===== src/rtl/l0_loader_if.sv =====
// rtl/l0_loader_if.sv - SRAM read port and L0 write port bundle for l0_loader
interface l0_loader_if #(
  parameter int row    = 8,
  parameter int bw     = 4,
  parameter int addr_w = 11
);
  logic                  sram_cen;
  logic                  sram_wen;
  logic [addr_w-1:0]     sram_addr;
  logic [row*bw-1:0]     sram_dout;
  logic                  l0_wr;
  logic [row*bw-1:0]     l0_data;
  logic                  l0_ready;

  modport master (
    output sram_cen, sram_wen, sram_addr, l0_wr, l0_data,
    input  sram_dout, l0_ready
  );

  modport slave (
    input  sram_cen, sram_wen, sram_addr, l0_wr, l0_data,
    output sram_dout, l0_ready
  );
endinterface


===== src/rtl/l0_loader.sv =====
// rtl/l0_loader.sv - SRAM-to-L0 word loader with credit-limited reads and a 2-entry skid buffer
// Optional L0_LOADER_STALL_CNT_EN adds a 16-bit saturating L0 back-pressure cycle counter.
module l0_loader #(
  parameter int row    = 8,
  parameter int bw     = 4,
  parameter int addr_w = 11
) (
  input  logic              clk,
  input  logic              reset,
  input  logic              start,
  input  logic [addr_w-1:0] base_addr,
  input  logic [addr_w:0]   num_words,
  output logic              busy,
  output logic              done,
`ifdef L0_LOADER_STALL_CNT_EN
  output logic [15:0]       stall_cnt,
`endif
  l0_loader_if.master       mem
);
  localparam int dw = row * bw;
  localparam logic [addr_w:0] one_w = 1;
  localparam logic [addr_w-1:0] one_a = 1;

  typedef enum logic [1:0] {IDLE, FETCH, DRAIN, DONE} state_t;

  state_t            state, state_nx;
  logic [addr_w:0]   total, issued, written;
  logic [addr_w-1:0] rd_addr;
  logic [1:0]        credits;
  logic              pend;
  logic [dw-1:0]     skid0, skid1;
  logic [1:0]        occ;
  logic              accept, wr, issue, last_issue, last_wr;

  // A credit returned by this cycle's L0 write is reusable at once, which keeps one word per cycle.
  assign accept     = (state == IDLE) && start;
  assign wr         = (occ != 2'd0) && mem.l0_ready;
  assign issue      = (state == FETCH) && ((credits != 2'd0) || wr);
  assign last_issue = issue && (issued == total - one_w);
  assign last_wr    = wr && (written == total - one_w);

  assign mem.sram_cen  = ~issue;
  assign mem.sram_wen  = 1'b1;
  assign mem.sram_addr = rd_addr;
  assign mem.l0_wr     = wr;
  assign mem.l0_data   = skid0;

  always_comb begin
    state_nx = state;
    busy     = 1'b0;
    done     = 1'b0;
    case (state)
      IDLE:  if (start) state_nx = (num_words == '0) ? DONE : FETCH;
      FETCH: begin
        busy = 1'b1;
        if (last_issue) state_nx = DRAIN;
      end
      DRAIN: begin
        busy = 1'b1;
        if (last_wr) state_nx = DONE;
      end
      DONE: begin
        done     = 1'b1;
        state_nx = IDLE;
      end
      default: state_nx = IDLE;
    endcase
  end

  always_ff @(posedge clk) begin
    if (reset) begin
      state   <= IDLE;
      total   <= '0;
      issued  <= '0;
      written <= '0;
      rd_addr <= '0;
      credits <= 2'd2;
      pend    <= 1'b0;
      occ     <= 2'd0;
      skid0   <= '0;
      skid1   <= '0;
    end else begin
      state   <= state_nx;
      pend    <= issue;
      credits <= credits - {1'b0, issue} + {1'b0, wr};
      if (accept) begin
        total   <= num_words;
        issued  <= '0;
        written <= '0;
        if (num_words != '0) rd_addr <= base_addr;
      end else begin
        if (issue) issued <= issued + one_w;
        if (wr) written <= written + one_w;
      end
      // rd_addr stays on the final address once the last read has gone out
      if (issue && !last_issue) rd_addr <= rd_addr + one_a;
      case ({pend, wr})
        2'b10: begin
          if (occ == 2'd0) skid0 <= mem.sram_dout;
          else             skid1 <= mem.sram_dout;
          occ <= occ + 2'd1;
        end
        2'b01: begin
          skid0 <= skid1;
          occ   <= occ - 2'd1;
        end
        2'b11: begin
          if (occ == 2'd1) skid0 <= mem.sram_dout;
          else begin
            skid0 <= skid1;
            skid1 <= mem.sram_dout;
          end
        end
        default: ;
      endcase
    end
  end

`ifdef L0_LOADER_STALL_CNT_EN
  always_ff @(posedge clk) begin
    if (reset || accept)
      stall_cnt <= '0;
    else if ((state == FETCH || state == DRAIN) && (occ != 2'd0) && !mem.l0_ready
             && (stall_cnt != 16'hFFFF))
      stall_cnt <= stall_cnt + 16'd1;
  end
`endif
endmodule


===== src/flat_wrapper.sv =====
// flat-port wrapper written by rule: the top's interface ports become plain ports
module l0_loader_flat 
#(
  parameter int row    = 8,
  parameter int bw     = 4,
  parameter int addr_w = 11
)
  (clk, reset, start, base_addr, num_words, busy, done, mem_sram_cen, mem_sram_wen, mem_sram_addr, mem_l0_wr, mem_l0_data, mem_sram_dout, mem_l0_ready);
  l0_loader_if #(.row(row), .bw(bw), .addr_w(addr_w)) mem_i ();
  input  logic clk;
  input  logic reset;
  input  logic start;
  input  logic [addr_w-1:0] base_addr;
  input  logic [addr_w:0] num_words;
  output logic busy;
  output logic done;
  output wire logic [$bits(mem_i.sram_cen)-1:0] mem_sram_cen;
  output wire logic [$bits(mem_i.sram_wen)-1:0] mem_sram_wen;
  output wire logic [$bits(mem_i.sram_addr)-1:0] mem_sram_addr;
  output wire logic [$bits(mem_i.l0_wr)-1:0] mem_l0_wr;
  output wire logic [$bits(mem_i.l0_data)-1:0] mem_l0_data;
  input wire logic [$bits(mem_i.sram_dout)-1:0] mem_sram_dout;
  input wire logic [$bits(mem_i.l0_ready)-1:0] mem_l0_ready;
  assign mem_sram_cen = mem_i.sram_cen;
  assign mem_sram_wen = mem_i.sram_wen;
  assign mem_sram_addr = mem_i.sram_addr;
  assign mem_l0_wr = mem_i.l0_wr;
  assign mem_l0_data = mem_i.l0_data;
  assign mem_i.sram_dout = mem_sram_dout;
  assign mem_i.l0_ready = mem_l0_ready;
  l0_loader #(.row(row), .bw(bw), .addr_w(addr_w)) u_core (.clk(clk), .reset(reset), .start(start), .base_addr(base_addr), .num_words(num_words), .busy(busy), .done(done), .mem(mem_i));
endmodule

===== config.mk =====
export PLATFORM = sky130hd
export DESIGN_NAME = l0_loader_flat
export DESIGN_NICKNAME = d
export VERILOG_FILES = /design/src/rtl/l0_loader_if.sv /design/src/rtl/l0_loader.sv /design/src/flat_wrapper.sv
export SDC_FILE = /design/constraint.sdc
export NUM_CORES = 1
export LEC_CHECK = 0
export CORE_ASPECT_RATIO = 0.8
export CORE_UTILIZATION = 28
export DETAILED_ROUTE_END_ITERATION = 10
export GPL_ROUTABILITY_DRIVEN = 0
export PLACE_DENSITY = 0.54
export SLEW_MARGIN = 0
export SYNTH_ARGS = -nofsm -noshare
export SYNTH_HDL_FRONTEND = slang
export SYNTH_SLANG_ARGS = --single-unit
export TNS_END_PERCENT = 10

===== constraint.sdc =====
create_clock -name clk -period 3 [get_ports clk]
set_clock_uncertainty 0.1 [all_clocks]
set_input_delay 0.6 -clock clk [delete_from_list [all_inputs] [get_ports clk]]
set_output_delay 0.6 -clock clk [all_outputs]
set_load 0.03 [all_outputs]

# Word-level counts from Yosys, hierarchy flattened
# Index checks and enable logic that the tools add are counted.
# word_totals
reg_bits	118
in_bits	59
# classes
bitwise_logic	1
addsub	8
muxes	17
n_eq_ne	15
reduce_logical	25
# ops
operator	n
$mux 32	4
$pmux 32 s3	1
$pmux 32 s2	1
$mux 11	3
$add 12x1->12 const B	2
$eq 12x12->1	2
$logic_not 12->1	1
$reduce_bool 12->1	1
$reduce_bool 2->1	6
$sub 12x1->12 const B	1
$add 11x1->11 const B	1
$eq 2x2->1 const B	4
$mux 2	4
$pmux 2 s4	1
$eq 2x1->1 const B	3
$logic_and 1x1->1	6
$ne 2x1->1 const B	3
$ne 2x2->1 const B	3
$reduce_and 3->1	2
$logic_not 2->1	2
$pmux 2 s2	1
$reduce_and 2->1	2
$reduce_or 2->1	2
$reduce_bool 3->1	1
8 further kinds	9

# Longest topological paths before layout
# Gate-level depths: netlist of the first run.
# depth
word_depth	9
ltp_mapped	15
ltp_nobuf	13

# Worst setup path before layout of the first run
# No wires, ideal clock.
# synth_timing
path_type	input port to flip-flop
start	in mem_l0_ready
end	reg u_core.credits[1]
path_slack_ps	-661
arrival_ps	3445
cell_stages	13
path_cell_list	nand2b_1 clkbuf_1 clkinv_1 or3_1 nand2_1 clkinv_1 clkbuf_1 ha_1 inv_1 ha_1 xor2_1 xnor2_1 nand2b_1
# synth_via
elab_chain_cells	5
# synth_rtl
item	line	source
start, declared	flat_wrapper.sv:23	input wire logic [$bits(mem_i.l0_ready)-1:0] mem_l0_ready;
$logic_and 1x1->1	l0_loader.sv:37	assign wr = (occ != 2'd0) && mem.l0_ready;
via mem_l0_wr	flat_wrapper.sv:20	output wire logic [$bits(mem_i.l0_wr)-1:0] mem_l0_wr;
$logic_or 1x1->1	l0_loader.sv:38	assign issue = (state == FETCH) && ((credits != 2'd0) || wr);
$logic_and 1x1->1	l0_loader.sv:38	
via u_core.issue	l0_loader.sv:33	logic accept, wr, issue, last_issue, last_wr;
$sub 2x1->2	l0_loader.sv:85	credits <= credits - {1'b0, issue} + {1'b0, wr};
$add 2x1->2	l0_loader.sv:85	
end signal, assigned	l0_loader.sv:85	
end, declared	l0_loader.sv:29	logic [1:0] credits;
# The timed path passes the listed nets, and every way through them passes these cells.
# A chain may end at the register's enable or synchronous reset.

# Worst setup path in the final report of the first run
# layout_timing
start	reg u_core.total[1]
end	reg u_core.rd_addr[10] (netlist: u_core.mem.sram_addr[10])
# layout_via
elab_chain_cells	7
word_cells_on_any_way	9
classes_between	add/sub: 1; eq/ne: 1; mux: 1; reduce/logical: 6
# layout_rtl
item	line	source
start, declared	l0_loader.sv:27	logic [addr_w:0] total, issued, written;
start signal, assigned	l0_loader.sv:87	total <= num_words;
$sub 12x1->12 *	l0_loader.sv:39	assign last_issue = issue && (issued == total - one_w);
$eq 12x12->1 *	l0_loader.sv:39	
$logic_and 1x1->1 *	l0_loader.sv:39	
$logic_not 1->1 *	l0_loader.sv:96	if (issue && !last_issue) rd_addr <= rd_addr + one_a;
$logic_and 1x1->1 *	l0_loader.sv:96	
$reduce_bool 2->1 (no source line)	-	
$reduce_and 2->1 (no source line)	-	
end signal, assigned	l0_loader.sv:90	if (num_words != '0) rd_addr <= base_addr;
end signal, assigned	l0_loader.sv:96	
end, declared	l0_loader.sv:28	logic [addr_w-1:0] rd_addr;
# Every way passes the cells marked *; elsewhere a longest branch is shown, timed or not.

==> summary.md, run 1 <==
| Metric | Value |
|---|---|
| Drt wl/cell | `14.60 um` |
| Arr. time, crit path | `3.21 ns` |
| Setup TNS Final | `-0.1289 ns` |
| Clk Latency, worst-skew pair | `roughly 0.41 ns` |
| Core region area | `~20000 um2` |
| Number of fill cells | `1997` |
| Fin crit period | `3.043 ns` |
| Final hold viol count | `0` |
| Rows | `46` |
| Slowest-stage cell, CP | `or4b_4` |
| TritonCTS clock tree | `yes` |
| DR vias/cell | `4.778` |
| Largest net degree at the start of global routing | `65` |
| Area delta synth->final | `40.15%` |
| DR pass1 iterations | `5` |
| Hold Crit Class | `register to register` |
| RSZ-0062 raised after global routing | `true` |
| H-tree levels | `4` |
| Critical-path cell list | `or4_4 -> or3_4 -> a211oi_2 -> o2111ai_2 -> or4b_4 -> buf_8 -> buf_4 -> o211ai_1 -> o221ai_1` |
| Initial Utilization | `between 20% and 30%` |
| Max Slew Vio Count | `0` |
| Status | `finished, violations left` |
| DR DRC count | `0` |
| Ys async rst share | `0%` |
| VDD IR-drop max | `0.4539 mV` |
| Num CTS Buffers | `17` |
| Nets | `roughly 900` |
| Mapped cell area | `5772 um2` |
| Critical Path Sink Type | `register` |
| Clk sinks | `118` |
| Sequential element share of the synthesized area | `40.93%` |
| Worst-path maximum fanout | `4` |
| Worst EP required | `around 3.2 ns` |
| Setup slack after layout | `-0.04349 ns` |
| Post-Synthesis Cells | `697` |
| Max Cap Viol | `0` |
| Slew @ Worst Pin | `0.9898 ns` |
| Leading register cell type out of synthesis | `dfxtp_1` |
| Synth Net Count | `between 700 and 800` |
| Initial antenna violation count | `0` |
| Crit path kind | `register to register` |
| Root buf cell | `clkbuf_16` |
| # diodes | `0` |
| Syn avg cell area | `8.281 um2` |
| Total grt overflow | `0` |
| Gr usage total | `15.37%` |
| First-pass GRT wire length | `25590 um` |
| Final wirelength | `16050 um` |
| Leakage power | `2.934 nW` |
| Worst-path clk slew | `roughly 0.06 ns` |
| # IOs | `107` |
| Pre-CTS setup slack | `-0.1173 ns` |
| I/O Buffers | `105` |
| Unique masters post-synth | `58` |
| Synth area leaders | `dfxtp_1 41%, nand2_1 7.3%, a21oi_1 4.7%` |
| Fraction of layout cells with a size suffix above 1 | `13.53%` |
| Post-DRT Antenna Nets | `0` |
| Hold WS | `between 0.3 and 0.4 ns` |
| CP peak stage delay | `around 0.63 ns` |
| Die Ht | `130.4 um` |
| Max Clk Rate | `~0.33 GHz` |
| Chip Width | `162.5 um` |
| Post-synth top cells | `118 x dfxtp_1, 112 x nand2_1, 65 x nor2_1, 54 x a21oi_1, 35 x a211oi_1` |
| Synth Register Bits | `around 120` |
| Vias in the first global route | `4793` |
| Post-CTS Hold Buffers | `0` |
| Failing checks | `negative setup slack` |
| Worst setup SP type | `register` |
| # setup viols final | `5` |
| Rel. slew slack | `between 30% and 40%` |
| Vias | `5251` |
| 1st-iter DRT viols | `297` |
| Die ar. | `roughly 21000 um2` |
| Top-count cell post-synth | `dfxtp_1` |
| Clock buffer depth | `2` |
| Placed wire-length estimate after detailed placement | `11070 um` |
| Share of the synthesized area in the top cell type | `40.93%` |
| Cell taking the most area after synthesis | `dfxtp_1` |
| PD cells | `935.1 nW/um2` |
| Post-synth EDFFs | `0` |
| Ys Warns | `0` |
| Overall power | `0.007564 W` |
| Crit share post-route | `101.4%` |
## area by class of cell
cell class / instances / area, um2 / share of cell area, %
clock buffer: 18 / 439.2 / 5.429
clock inverter: 14 / 128.9 / 1.593
inverter: 14 / 58.81 / 0.7270
multi-input combinational: 518 / 3258 / 40.28
sequential: 118 / 2365 / 29.23
tap: 264 / 330.3 / 4.084
timing repair buffer: 153 / 1509 / 18.65
## flip-flops by register name, summed over array words and instances (netlist names)
name	count
u_core.issued	12
u_core.skid1	32
u_core.occ	2
u_core.credits	2
u_core.total	12
u_core.written	12
u_core.state	2
u_core.pend	1
u_core.mem.sram_addr	11
u_core.mem.l0_data	32
## critical path: cells and delay by family, from the launching register on
kind / cells / cell delay [ns]
buffers and inverters: 2 / 0.31
DFF: 1 / 0.33
AOI/OAI and AO/OA: 4 / 0.56
and+or+nand+nor: 3 / 1.61
## what timing repair did
item                                    in CTS  in global routing
resized for setup                            7                 12
endpoints found under the setup margin      13                 13
pin swaps                                    6                  9
setup buffers                                1                  2
## worst paths after layout
check                  startpoint  cells past startpoint  slack [ns]                       end
hold / removal    u_core.skid1[7]                      2        0.35           u_core.skid1[7]
setup reg to reg  u_core.total[1]                      9       -0.04  u_core.mem.sram_addr[10]
setup / recovery  u_core.total[1]                      9       -0.04  u_core.mem.sram_addr[10]
hold reg to reg   u_core.skid1[7]                      2        0.35           u_core.skid1[7]
## metrics by stage
stage	utilization [%]	cells	cell area [um2]
3_3_place_gp	36.90	1064	7391
3_5_place_dp	36.90	1064	7391
6_report	40.39	1099	8089
2_1_floorplan	-	697	5821
5_1_grt	40.39	1099	8089
4_1_cts	39.93	1097	7998
## kinds of logic (layout without fill, tap and decap cells)
kind of cell	count (synthesis)	count (layout)	share of synthesized area, %
buf+inv	61	199	4.791
simple gates	277	277	22.63
compound gates	165	165	18.88
mux	2	2	0.3469
other cells	1	1	0.06497
fa+ha+maj	16	16	3.468
xor+xnor	57	57	8.888
flops	118	118	40.93
## cell usage in the layout, fill, tap and decap left out, drive strengths merged, types with 2 or more instances in the layout
| master | count |
|---|---|
| buf | 50 |
| mux2i | 2 |
| o221ai | 4 |
| nand3 | 20 |
| a211oi | 35 |
| nand4 | 6 |
| nand2b | 8 |
| clkinv | 7 |
| o21ai | 11 |
| o22ai | 2 |
| clkbuf | 18 |
| nor2b | 6 |
| and2 | 2 |
| clkinvlp | 6 |
| inv | 14 |
| nand4b | 4 |
| a311oi | 3 |
| ha | 16 |
| nor2 | 65 |
| and3 | 13 |
| or4 | 3 |
| nor3b | 2 |
| o211ai | 7 |
| xor2 | 29 |
| xnor2 | 27 |
| nand2 | 113 |
| nor3 | 16 |
| nor4b | 2 |
| a21oi | 55 |
| dfxtp | 118 |
| or3 | 7 |
| clkdlybuf4s50 | 103 |
| a31oi | 7 |
| a22oi | 33 |
| nor4 | 7 |
## routing by layer
layer	vias up	wire length [um]	GRT usage, %
li1	2718	-	-
met1	2398	8602	23.08
met2	126	6443	21.04
met3	9	881	3.914
met4	0	123	4.717
met5	-	0	0
## power by group
group | switching, W | leakage [nW] | internal, W | total [W]
clock | 0.000771 | 0.261 | 0.00116 | 0.00194
sequential | 0.000249 | 0.963 | 0.00195 | 0.00220
combinational | 0.00192 | 1.71 | 0.00150 | 0.00343
Power figures use the tool's default switching activity.
==> run 2, diff against run 1 <==
--- a/config.mk
+++ b/config.mk
@@ -6,10 +6,11 @@
 export NUM_CORES = 1
 export LEC_CHECK = 0
 export CORE_ASPECT_RATIO = 0.8
-export CORE_UTILIZATION = 28
+export CORE_UTILIZATION = 47
 export DETAILED_ROUTE_END_ITERATION = 10
 export GPL_ROUTABILITY_DRIVEN = 0
-export PLACE_DENSITY = 0.54
+export PLACE_DENSITY = 0.8
+export SKIP_LAST_GASP = 1
 export SLEW_MARGIN = 0
 export SYNTH_ARGS = -nofsm -noshare
 export SYNTH_HDL_FRONTEND = slang
==> constraint.sdc (replaced) <==
create_clock -name clk -period 2.5 [get_ports clk]
set_clock_uncertainty 0.1 [all_clocks]
set_input_delay 0.5 -clock clk [delete_from_list [all_inputs] [get_ports clk]]
set_output_delay 0.5 -clock clk [all_outputs]
set_load 0.03 [all_outputs]
==> run 2 against run 1 <==
  * First-iteration DRC count rose by 58%
  * Total power rose by 26%
  * Sequential share of layout area fell by 0.49 points
  * The run still ends with negative setup slack left
  * Count of clock-buffer cells in the layout fell by 1
  * Critical path type unchanged
  * Via count rose by 11%
  * Worst hold slack improved by 0.0035 ns
  * Combinational power rose by 29%
  * Worst setup slack got worse by 0.56 ns
  * Clock power rose by 26%
  * Critical endpoint is now u_core.mem.sram_addr[2]
  * Flip-flop and latch count did not move
  * Cell area rose by 1.6%
==> summary.md, run 2 (same netlist as run 1, synthesis figures left out) <==
| Metric | Value |
|---|---|
| Status | `finished, violations left (unchanged)` |
| Failing checks | `negative setup slack (unchanged)` |
| Hold Crit Class | `register to register (unchanged)` |
| Max Slew Vio Count | `0 (unchanged)` |
| Met1 Use GR | `33.09% (was 23.08%)` |
| TritonCTS clock tree | `yes (unchanged)` |
| Slew @ Worst Pin | `1.071 ns (was 0.9898 ns)` |
| Crit path kind | `register to register (unchanged)` |
| Fin crit period | `3.100 ns (was 3.043 ns)` |
| R2r setup slk | `-0.60 ns (was -0.04 ns)` |
| Design area | `8222 um2 (was 8089 um2)` |
| Root buf cell | `clkbuf_16 (unchanged)` |
| Commonest non-fill, non-tap cell in the layout | `dfxtp_1 (unchanged)` |
| VDD IR-drop max | `0.6704 mV (was 0.4539 mV)` |
| Final Util | `70.05% (was 40.39%)` |
| DR DRC count | `0 (unchanged)` |
| Clock buffer depth | `2 (unchanged)` |
| First-pass GRT wire length | `27010 um (was 25590 um)` |
| DR pass1 iterations | `5 (unchanged)` |
| Final wirelength | `17150 um (was 16050 um)` |
| Initial antenna violation count | `0 (unchanged)` |
| Max Cap Viol | `0 (unchanged)` |
| Max Clk Rate | `0.3226 GHz (was 0.3286 GHz)` |
| Hold Crit Start | `u_core.skid1[28] (was u_core.skid1[7])` |
| Vias | `5850 (was 5251)` |
| RSZ-0062 raised after global routing | `true (unchanged)` |
| Fraction of layout cells with a size suffix above 1 | `16.84% (was 13.53%)` |
| Die Ht | `101.1 um (was 130.4 um)` |
| Final Non-Filler Cells | `1009 (was 1099)` |
| Clk Latency, worst-skew pair | `0.43 ns (was 0.41 ns)` |
| Final hold viol count | `0 (unchanged)` |
| GR Util met3 | `5.945% (was 3.914%)` |
| Placed wire-length estimate after detailed placement | `11370 um (was 11070 um)` |
| # diodes | `0 (unchanged)` |
| Setup slack after layout | `-0.6000 ns (was -0.04349 ns)` |
| Chip Width | `125.9 um (was 162.5 um)` |
| I/O Buffers | `105 (unchanged)` |
| Post-placement cell area | `7441 um2 (was 7391 um2)` |
| Worst EP required | `2.74 ns (was 3.17 ns)` |
| Core region area | `11740 um2 (was 20030 um2)` |
| # IOs | `107 (unchanged)` |
| Met2 usage | `45.69% (was 21.04%)` |
| Gr usage total | `27.12% (was 15.37%)` |
| Placed instance count | `971 (was 1064)` |
| Largest net degree at the start of global routing | `65 (unchanged)` |
| Rel. slew slack | `28.31% (was 33.77%)` |
| PD cells | `1161 nW/um2 (was 935.1 nW/um2)` |
| # setup viols final | `21 (was 5)` |
| Worst-path maximum fanout | `4 (unchanged)` |
| Nets | `923 (was 897)` |
| Die ar. | `12730 um2 (was 21200 um2)` |
| Post-DRT Antenna Nets | `0 (unchanged)` |
| WHS Endpoint | `u_core.skid1[28] (was u_core.skid1[7])` |
| Rows | `35 (was 46)` |
| 1st-iter DRT viols | `470 (was 297)` |
| Initial Utilization | `49.18% (was 28.82%)` |
| GRT busiest layer | `met2 (was met1)` |
| Hold Path Stages | `2 (unchanged)` |
| Num CTS Buffers | `17 (unchanged)` |
| Clk sinks | `118 (unchanged)` |
| Critical Path Sink Type | `register (unchanged)` |
| Area delta synth->final | `42.45% (was 40.15%)` |
| Crit share post-route | `124.0% (was 101.4%)` |
| Slowest-stage cell, CP | `or4b_4 (unchanged)` |
| Drt wl/cell | `17.00 um (was 14.60 um)` |
| FF-to-FF End | `u_core.mem.sram_addr[2] (was u_core.mem.sram_addr[10])` |
| Post-CTS Hold Buffers | `0 (unchanged)` |
| Arr. time, crit path | `3.34 ns (was 3.21 ns)` |
| DR vias/cell | `5.798 (was 4.778)` |
| CP peak stage delay | `0.62 ns (was 0.63 ns)` |
| Leakage power | `3.106 nW (was 2.934 nW)` |
| Vias in the first global route | `5570 (was 4793)` |
| Total grt overflow | `0 (unchanged)` |
| H-tree levels | `4 (unchanged)` |
| Most frequent cells in the layout | `117 x dfxtp_1, 110 x nand2_1, 102 x clkdlybuf4s50_1, 68 x buf_4, 64 x nor2_1 (was 116 x dfxtp_1, 110 x nand2_1, 103 x clkdlybuf4s50_1, 64 x nor2_1, 54 x a21oi_1)` |
| Hold WS | `0.3564 ns (was 0.3529 ns)` |
| Critical-path cell list | `or4_4 -> or3_4 -> a211oi_2 -> o2111ai_2 -> or4b_4 -> buf_8 -> a21oi_4 -> o21ai_2 -> a31oi_1 (was or4_4 -> or3_4 -> a211oi_2 -> o2111ai_2 -> or4b_4 -> buf_8 -> buf_4 -> o211ai_1 -> o221ai_1)` |
| Cells on worst reg2reg path | `9 (unchanged)` |
| Worst setup SP type | `register (unchanged)` |
| Worst-path clk slew | `0.06 ns (about the same)` |
| R2r startpoint | `u_core.total[1] (unchanged)` |
run 2: worst max path at each step:
stage / endpoint / slack (ns) / startpoint
2_1_floorplan: u_core.mem.sram_addr[2] / -0.48 / u_core.total[0]
3_3_place_gp: u_core.mem.sram_addr[5] / -0.47 / u_core.total[1]
3_5_place_dp: u_core.mem.sram_addr[2] / -0.65 / u_core.total[1]
4_1_cts: u_core.mem.sram_addr[2] / -0.51 / u_core.total[1]
5_1_grt: u_core.mem.sram_addr[2] / -0.63 / u_core.total[1]
6_report: u_core.mem.sram_addr[2] / -0.60 / u_core.total[1]
run 2: power breakdown:
group,switching [W],internal [W]
clock network,0.000962,0.00149
registers,0.000322,0.00234
logic,0.00250,0.00194
run 2: stage by stage:
stage / worst slack, ns / total power (W) / TNS, ns
2_1_floorplan: -0.4765 / 0.005231 / -6.022
3_3_place_gp: -0.4686 / 0.006695 / -16.61
3_5_place_dp: -0.6485 / 0.006852 / -21.51
4_1_cts: -0.5058 / 0.009469 / -6.345
5_1_grt: -0.6303 / 0.009983 / -16.10
6_report: -0.6000 / 0.009549 / -7.373
run 2: layer usage:
| layer | part of all wire, % | vias to the layer above |
|---|---|---|
| met1 | 42 | 2769 |
| met2 | 48 | 259 |
| met3 | 6.8 | 54 |
| met5 | 0 | - |
| li1 | - | 2768 |
| met4 | 3.2 | 0 |
run 2: layout make-up:
type                       count  area (um2)
tap                          148       185.2
multi-input combinational    518        3312
sequential                   118        2364
timing repair buffer         179        1697
inverter                      14       70.07
fill                         815        3515
clock inverter                15       168.9
clock buffer                  17       425.4
run 2: repair_timing:
item | CTS | global route
setup endpoints to repair | 20 | 81
cloned | 0 | 1
buffers inserted | 5 | 0
pin swaps | 9 | 3
gates resized for setup | 17 | 4
hold endpoints to repair | 0 | 0
run 2: critical path: cells and delay by family, from the launching register on:
family / cells / cell delay, ns
compound gates: 5 / 0.81
buf+inv: 1 / 0.17
simple gates: 3 / 1.61
flops: 1 / 0.33
